--- src/rtl/keypad_pkg.sv ---
// Shared definitions for the keypad scanner.
//   - Col drive patterns (active-low one-hot), scanned COL_0 -> COL_3
//   - KEY_NONE: 5-bit key result, bit 4 set means "no key", low nibble is the hex code
//   - deb_state_e: debounce FSM states
//   - decode_key: maps a driven column and a single-low row to its hex code
package keypad_pkg;

   localparam logic [3:0] COL_0 = 4'b0111;
   localparam logic [3:0] COL_1 = 4'b1011;
   localparam logic [3:0] COL_2 = 4'b1101;
   localparam logic [3:0] COL_3 = 4'b1110;

   localparam logic [4:0] KEY_NONE = 5'b1_0000;

   typedef enum logic [1:0] {StIdle, StConfirm, StPressed} deb_state_e;

   // Row must contain exactly one low bit; anything else returns 0.
   function automatic logic [3:0] decode_key(input logic [3:0] col, input logic [3:0] row);
      logic [3:0] code;
      code = 4'h0;
      case (col)
         COL_0: case (row)
            4'b0111: code = 4'h1;
            4'b1011: code = 4'h4;
            4'b1101: code = 4'h7;
            4'b1110: code = 4'h0;
            default: code = 4'h0;
         endcase
         COL_1: case (row)
            4'b0111: code = 4'h2;
            4'b1011: code = 4'h5;
            4'b1101: code = 4'h8;
            4'b1110: code = 4'hF;
            default: code = 4'h0;
         endcase
         COL_2: case (row)
            4'b0111: code = 4'h3;
            4'b1011: code = 4'h6;
            4'b1101: code = 4'h9;
            4'b1110: code = 4'hE;
            default: code = 4'h0;
         endcase
         COL_3: case (row)
            4'b0111: code = 4'hA;
            4'b1011: code = 4'hB;
            4'b1101: code = 4'hC;
            4'b1110: code = 4'hD;
            default: code = 4'h0;
         endcase
         default: code = 4'h0;
      endcase
      return code;
   endfunction

endpackage

--- src/rtl/kypd_debounce.sv ---
// Frame-level debounce FSM.
//   clk, rst_n    : clock, async active-low reset
//   frame_valid   : one-cycle strobe, frame_result is a new frame
//   frame_result  : 5-bit key result of the frame (KEY_NONE or {0,code})
//   stable        : debounced key result (registered)
//   press_evt     : combinational, high in the frame_valid cycle that makes a key stable
//   evt_code      : code belonging to press_evt
module kypd_debounce
   import keypad_pkg::*;
#(
   parameter int unsigned DEBOUNCE_FRAMES = 4
) (
   input  logic       clk,
   input  logic       rst_n,
   input  logic       frame_valid,
   input  logic [4:0] frame_result,
   output logic [4:0] stable,
   output logic       press_evt,
   output logic [3:0] evt_code
);

   localparam int unsigned MW = $clog2(DEBOUNCE_FRAMES + 1);
   localparam logic [MW-1:0] DF = MW'(DEBOUNCE_FRAMES);

   deb_state_e    state_q, state_d;
   logic [4:0]    stable_q, stable_d;
   logic [4:0]    cand_q, cand_d;
   logic [MW-1:0] match_q, match_d;
   logic          accept;

   always_ff @(posedge clk or negedge rst_n) begin
      if (!rst_n) begin
         state_q  <= StIdle;
         stable_q <= KEY_NONE;
         cand_q   <= KEY_NONE;
         match_q  <= '0;
      end else begin
         state_q  <= state_d;
         stable_q <= stable_d;
         cand_q   <= cand_d;
         match_q  <= match_d;
      end
   end

   always_comb begin
      state_d   = state_q;
      stable_d  = stable_q;
      cand_d    = cand_q;
      match_d   = match_q;
      accept    = 1'b0;
      press_evt = 1'b0;
      evt_code  = frame_result[3:0];
      if (frame_valid) begin
         case (state_q)
            StIdle, StPressed: begin
               if (frame_result != stable_q) begin
                  cand_d  = frame_result;
                  match_d = MW'(1);
                  if (DF == MW'(1)) accept = 1'b1;
                  else state_d = StConfirm;
               end
            end
            StConfirm: begin
               if (frame_result == stable_q) begin
                  // Candidate abandoned: stable value reasserted itself.
                  state_d = (stable_q == KEY_NONE) ? StIdle : StPressed;
               end else if (frame_result == cand_q) begin
                  match_d = match_q + MW'(1);
                  if (match_d == DF) accept = 1'b1;
               end else begin
                  cand_d  = frame_result;
                  match_d = MW'(1);
                  if (DF == MW'(1)) accept = 1'b1;
               end
            end
            default: state_d = StIdle;
         endcase
         if (accept) begin
            stable_d  = frame_result;
            state_d   = (frame_result == KEY_NONE) ? StIdle : StPressed;
            press_evt = (frame_result != KEY_NONE);
         end
      end
   end

   assign stable = stable_q;

endmodule

--- src/rtl/keypad_scan_ctrl.sv ---
// 4x4 keypad scanner with frame debounce and a single-entry event handshake.
//   clk, rst_n : clock, async active-low reset
//   Row        : keypad rows, active-low, asynchronous
//   Col        : column drive, active-low one-hot
//   key_code   : code of the last accepted press
//   key_valid  : press event pending until key_ack
//   key_ack    : consumer acknowledge
//   key_held   : debounced result is a key
//   overrun    : sticky, an event was dropped while key_valid was high
module keypad_scan_ctrl
   import keypad_pkg::*;
#(
   parameter int unsigned SCAN_TICKS      = 100000,
   parameter int unsigned SETTLE          = 8,
   parameter int unsigned DEBOUNCE_FRAMES = 4
) (
   input  logic       clk,
   input  logic       rst_n,
   input  logic [3:0] Row,
   output logic [3:0] Col,
   output logic [3:0] key_code,
   output logic       key_valid,
   input  logic       key_ack,
   output logic       key_held,
   output logic       overrun
);

   localparam int unsigned CW = $clog2(SCAN_TICKS);
   localparam logic [CW-1:0] LAST_C   = CW'(SCAN_TICKS - 1);
   localparam logic [CW-1:0] SETTLE_C = CW'(SETTLE);

   logic [3:0]    row_meta_q, row_sync_q;
   logic [CW-1:0] cnt_q;
   logic [3:0]    col_q;
   logic [1:0]    hits_q, hits_d;   // 0, 1, or 2 = "more than one"
   logic [3:0]    fcode_q, fcode_d;
   logic [3:0]    key_code_q, key_code_d;
   logic          key_valid_q, key_valid_d;
   logic          overrun_q, overrun_d;

   logic          slot_end, frame_eval, sample;
   logic [3:0]    row_low;
   logic [4:0]    frame_result;
   logic [4:0]    stable;
   logic          press_evt;
   logic [3:0]    evt_code;

   assign slot_end   = (cnt_q == LAST_C);
   assign frame_eval = slot_end && (col_q == COL_3);
   assign sample     = (cnt_q == SETTLE_C);
   assign row_low    = ~row_sync_q;

   always_ff @(posedge clk or negedge rst_n) begin
      if (!rst_n) begin
         row_meta_q  <= 4'hF;
         row_sync_q  <= 4'hF;
         cnt_q       <= '0;
         col_q       <= COL_0;
         hits_q      <= 2'd0;
         fcode_q     <= 4'h0;
         key_code_q  <= 4'h0;
         key_valid_q <= 1'b0;
         overrun_q   <= 1'b0;
      end else begin
         row_meta_q  <= Row;
         row_sync_q  <= row_meta_q;
         cnt_q       <= slot_end ? '0 : cnt_q + CW'(1);
         if (slot_end) col_q <= {col_q[0], col_q[3:1]};
         hits_q      <= hits_d;
         fcode_q     <= fcode_d;
         key_code_q  <= key_code_d;
         key_valid_q <= key_valid_d;
         overrun_q   <= overrun_d;
      end
   end

   // Frame accumulation; SETTLE < SCAN_TICKS-1 so sampling never meets evaluation.
   always_comb begin
      hits_d  = hits_q;
      fcode_d = fcode_q;
      if (frame_eval) begin
         hits_d  = 2'd0;
         fcode_d = 4'h0;
      end else if (sample && (row_sync_q != 4'hF)) begin
         if ($onehot(row_low) && (hits_q == 2'd0)) begin
            hits_d  = 2'd1;
            fcode_d = decode_key(col_q, row_sync_q);
         end else begin
            hits_d = 2'd2;
         end
      end
   end

   assign frame_result = (hits_q == 2'd1) ? {1'b0, fcode_q} : KEY_NONE;

   kypd_debounce #(
      .DEBOUNCE_FRAMES(DEBOUNCE_FRAMES)
   ) u_debounce (
      .clk          (clk),
      .rst_n        (rst_n),
      .frame_valid  (frame_eval),
      .frame_result (frame_result),
      .stable       (stable),
      .press_evt    (press_evt),
      .evt_code     (evt_code)
   );

   // Single-entry event slot; an ack in the event cycle frees it for the new code.
   always_comb begin
      key_code_d  = key_code_q;
      key_valid_d = key_valid_q;
      overrun_d   = overrun_q;
      if (press_evt) begin
         if (!key_valid_q || key_ack) begin
            key_code_d  = evt_code;
            key_valid_d = 1'b1;
            if (key_ack) overrun_d = 1'b0;
         end else begin
            overrun_d = 1'b1;
         end
      end else if (key_ack) begin
         key_valid_d = 1'b0;
         overrun_d   = 1'b0;
      end
   end

   assign Col       = col_q;
   assign key_code  = key_code_q;
   assign key_valid = key_valid_q;
   assign overrun   = overrun_q;
   assign key_held  = (stable != KEY_NONE);

endmodule

--- config.mk ---
export PLATFORM = sky130hd
export DESIGN_NAME = keypad_scan_ctrl
export DESIGN_NICKNAME = d
export VERILOG_FILES = /design/src/rtl/keypad_pkg.sv /design/src/rtl/kypd_debounce.sv /design/src/rtl/keypad_scan_ctrl.sv
export SDC_FILE = /design/constraint.sdc
export NUM_CORES = 1
export LEC_CHECK = 0
export BUFFER_PORTS_ARGS = -buffer_cell sky130_fd_sc_hd__buf_2
export CAP_MARGIN = 25
export CELL_PAD_IN_SITES_DETAIL_PLACEMENT = 1
export CELL_PAD_IN_SITES_GLOBAL_PLACEMENT = 1
export CORE_MARGIN = 2
export CORE_UTILIZATION = 40
export DETAILED_ROUTE_END_ITERATION = 6
export GPL_TIMING_DRIVEN = 0
export PLACE_DENSITY_LB_ADDON = 0.05
export RECOVER_POWER = 100
export SYNTH_ARGS = -nofsm -noshare
export SYNTH_HDL_FRONTEND = slang
export SYNTH_SLANG_ARGS = --single-unit
--- constraint.sdc ---
create_clock -name clk -period 2.4 [get_ports clk]
set_input_delay 0.72 -clock clk [delete_from_list [all_inputs] [get_ports clk]]
set_output_delay 0.72 -clock clk [all_outputs]
set_load 0.03 [all_outputs]
==> impl_metrics.ini <==
[run_status]
status = complete, but fails checks
violations = setup timing

[critical_path]
cp_slowest_cell = fa_1
reg2reg_to = fcode_q[0]
rrSetupSlack_ns = -0.12
worstReg2RegStart = row_sync_q[3]
crit_path_max_incr_delay_ns = 0.54
crit_end = fcode_q[0]
cp_top_family = simple AND/OR/NAND/NOR gates
cp-start-kind = register
cp.required_ns = 2.58
cp_cell_sequence = fa_1 -> inv_2 -> ha_4 -> nand2b_4 -> or4_4 -> nor4_4 -> nor2_2 -> a22o_1
crit_path_end_kind = register
startpoint = row_sync_q[3]
critPathBufInv = 1
r2r_cells = 8
cp.arrival_ns = 2.70
path_depth = 8
crit_type = reg -> reg
cp_max_fo = 5

[timing]
setup_viol = 5
tns_ns = -0.283
rsz0062_at_grt = yes
slew-limit-headroom_pct = 27.7
clock.fmax_ghz = 0.397
timing.final.ws_setup_ns = -0.121
slew_violations = 0
finalWorstPathRequiredPeriod_ns = 2.52
hold_viol = 0
tightest_slew_ns = 1.08
fin_crit_sh_pct = 105
fin_skew_ns = 0.0168

[yosys]
syn-num-nets = 311
synth_flop_cell = dfrtp_1
syn_area_per_cell_um2 = 10.8
synth_cell_type_count = 63
yosysTopAreaCell = dfrtp_1
synth-seq-cells = 56
yosysWarnings = 0
synth-async-reset-ratio_pct = 100
seq_area_frac_synth_pct = 44.6
synth_edf_count = 0
synth_area_mm2 = 0.00318
synthTopCellsByArea = dfrtp_1 (34%), dfstp_2 (11%), mux2_2 (5.0%)
synth.top_cell.area_share_pct = 33.9
synthCells = 294

[cts]
cts_root_buffer = clkbuf_8
cts_tree = yes
ctsHtreeMaxLevel = 2
clkSinkCount = 56
clockBufferDepth = 2
insertion_delay_ns = 0.30
clk_pin_slew_worst_paths_ns = 0.08
cts_buffers = 5

[cells_and_area]
antenna_cells = 0
layout-drive-gt1-share_pct = 22.2
layout.nets = 340
n_fill_cell = 873
fin_area_mm2 = 0.00355
area_growth_pct = 11.7

[pwr]
p_sw_uw = 383
p_per_area_mw_per_mm2 = 483
seqPwrFrac_pct = 57.3
vdd_drop_max_mv = 0.239
total_leakage_power_uw = 0.00142
combPwrFrac_pct = 7.2
p_int_uw = 1330
p_clk_share_pct = 35.5
p_total_uw = 1710
switching_share_pct = 22.4

[detailed_routing]
viasPerCell = 5.43
firstDrtPassIters = 4
antenna_left = 0
vias = 2312
drt-total-wl_um = 7120
drtIter0Drc = 74
post-route-drc-count = 0
wl_per_cell_um = 16.7

[placed_design]
place_ws_ns = -0.317
io_buffers = 17
dpl-instance-area_mm2 = 0.00343
dp_hpwl_um = 5320
gp_routability_congestion = 0.761

[global_route]
grt_pass1_wl_um = 12500
grt_max_degree = 38
grt-ovfl-total = 0
antenna_found_initial = 0
track_usage_pct = 18.1
grt_pass1_vias = 2477

[floorplan]
die_area_mm2 = 0.00867
pin_count = 18
initial_utilization_pct = 41.1
core_mm2 = 0.00773
die_w_um = 93.1
die_y_um = 93.1
fp-row-count = 32

[min_path]
min-delay-path-class = reg -> reg

[job]
drv_cap = 0
[metal layers]
layer	vias up	routed length (um)	track usage, %
li1	1126	-	-
met1	1168	3470	24.9
met2	16	3490	30.7
met3	2	114	2.66
met4	0	38	3.68
met5	-	0	0
[worst min-delay path by stage]
stage | start | end | slack [ns] | cells past startpoint
floorplan | row_meta_q[0] | row_sync_q[0] | 0.35 | 0
global route | row_meta_q[1] | row_sync_q[1] | 0.36 | 0
global placement | row_meta_q[0] | row_sync_q[0] | 0.35 | 0
CTS | row_meta_q[1] | row_sync_q[1] | 0.36 | 0
detailed placement | row_meta_q[0] | row_sync_q[0] | 0.35 | 0
finish | row_meta_q[1] | row_sync_q[1] | 0.36 | 0
[Yosys cell counts (all sizes together) (4+ instances only)]
cell type and number:
dfrtp 43, nor2 20, mux2 19, xnor2 17
inv 14, dfstp 13, nand2 13, nand3 12
nand4 10, and2 9, clkbuf 9, ha 9
nor2b 8, o21ai 8, nand2b 6, nor3 6
xor2 6, mux2i 5, nor3b 5, nor4 5
a2111oi 4, nand3b 4, or4 4
[layout by cell type (no fill, tap or decap), types with 6 or more instances in the layout]
master and n:
and2_1 9, buf_2 7, clkbuf_1 19, clkbuf_2 6
dfrtp_1 42, dfstp_2 13, ha_1 7, inv_1 13
mux2_2 14, nand2_1 13, nand3_1 12, nand4_1 10
nor2_1 19, nor2b_1 7, nor3_1 6, o21ai_0 6
xnor2_1 17, xor2_1 6
[final cells by class]
type	count	area (um2)	share of cell area, %
clock buffer	7	76.3	2.15
inverter	14	52.6	1.48
sequential	56	1420	40.0
tap	102	128	3.60
timing repair buffer	22	101	2.86
clock inverter	1	30.0	0.847
multi-input combinational	213	1690	47.6
buffer	11	50.0	1.41
[cells by family (layout without fill, tap and decap cells)]
kind of cell | count (synthesis) | count (layout) | share of synthesized area (%)
buffers and inverters | 25 | 55 | 3.15
multiplexers | 24 | 24 | 8.90
XOR/XNOR | 23 | 23 | 6.34
AND/OR/NAND/NOR | 112 | 112 | 21.8
AO/OA/AOI/OAI | 44 | 44 | 11.0
adder cells (fa/ha/maj) | 10 | 10 | 4.18
flip-flops | 56 | 56 | 44.6
[what timing repair did]
item / 4_1_cts / 5_1_grt
pin swaps: 3 / 4
setup endpoints to repair: 12 / 17
hold buffers: 0 / 0
resized for setup: 1 / 12
endpoints found under the hold margin: 0 / 0
setup buffers: 3 / 1
[stage by stage]
| step | cells | util (%) | hold WS [ns] |
|---|---|---|---|
| final | 426 | 45.9 | 0.359 |
| after floorplan | 294 | - | 0.345 |
| after global routing | 426 | 45.9 | 0.364 |
| after detailed placement | 414 | 44.3 | 0.347 |
| after CTS | 425 | 46.1 | 0.361 |
| after global placement | 413 | 44.1 | 0.345 |
[registers in the layout, indices dropped and copies added (netlist names), 3 cells and up]
signal and cells:
Col 4, row_sync_q 4, u_debounce.match_q 3, row_meta_q 4
fcode_q 4, u_debounce.cand_q 5, cnt_q 17, u_debounce.stable 5
key_code 4
[power groups by stage]
stage          registers, uW  logic [uW]  clock network [uW]
2_1_floorplan            992        64.7                   0
3_3_place_gp            1000         104                   0
3_5_place_dp            1000         109                   0
4_1_cts                  982         114                 638
5_1_grt                  985         140                 675
6_report                 982         124                 607
No activity file was read; power rests on OpenSTA's default activity.
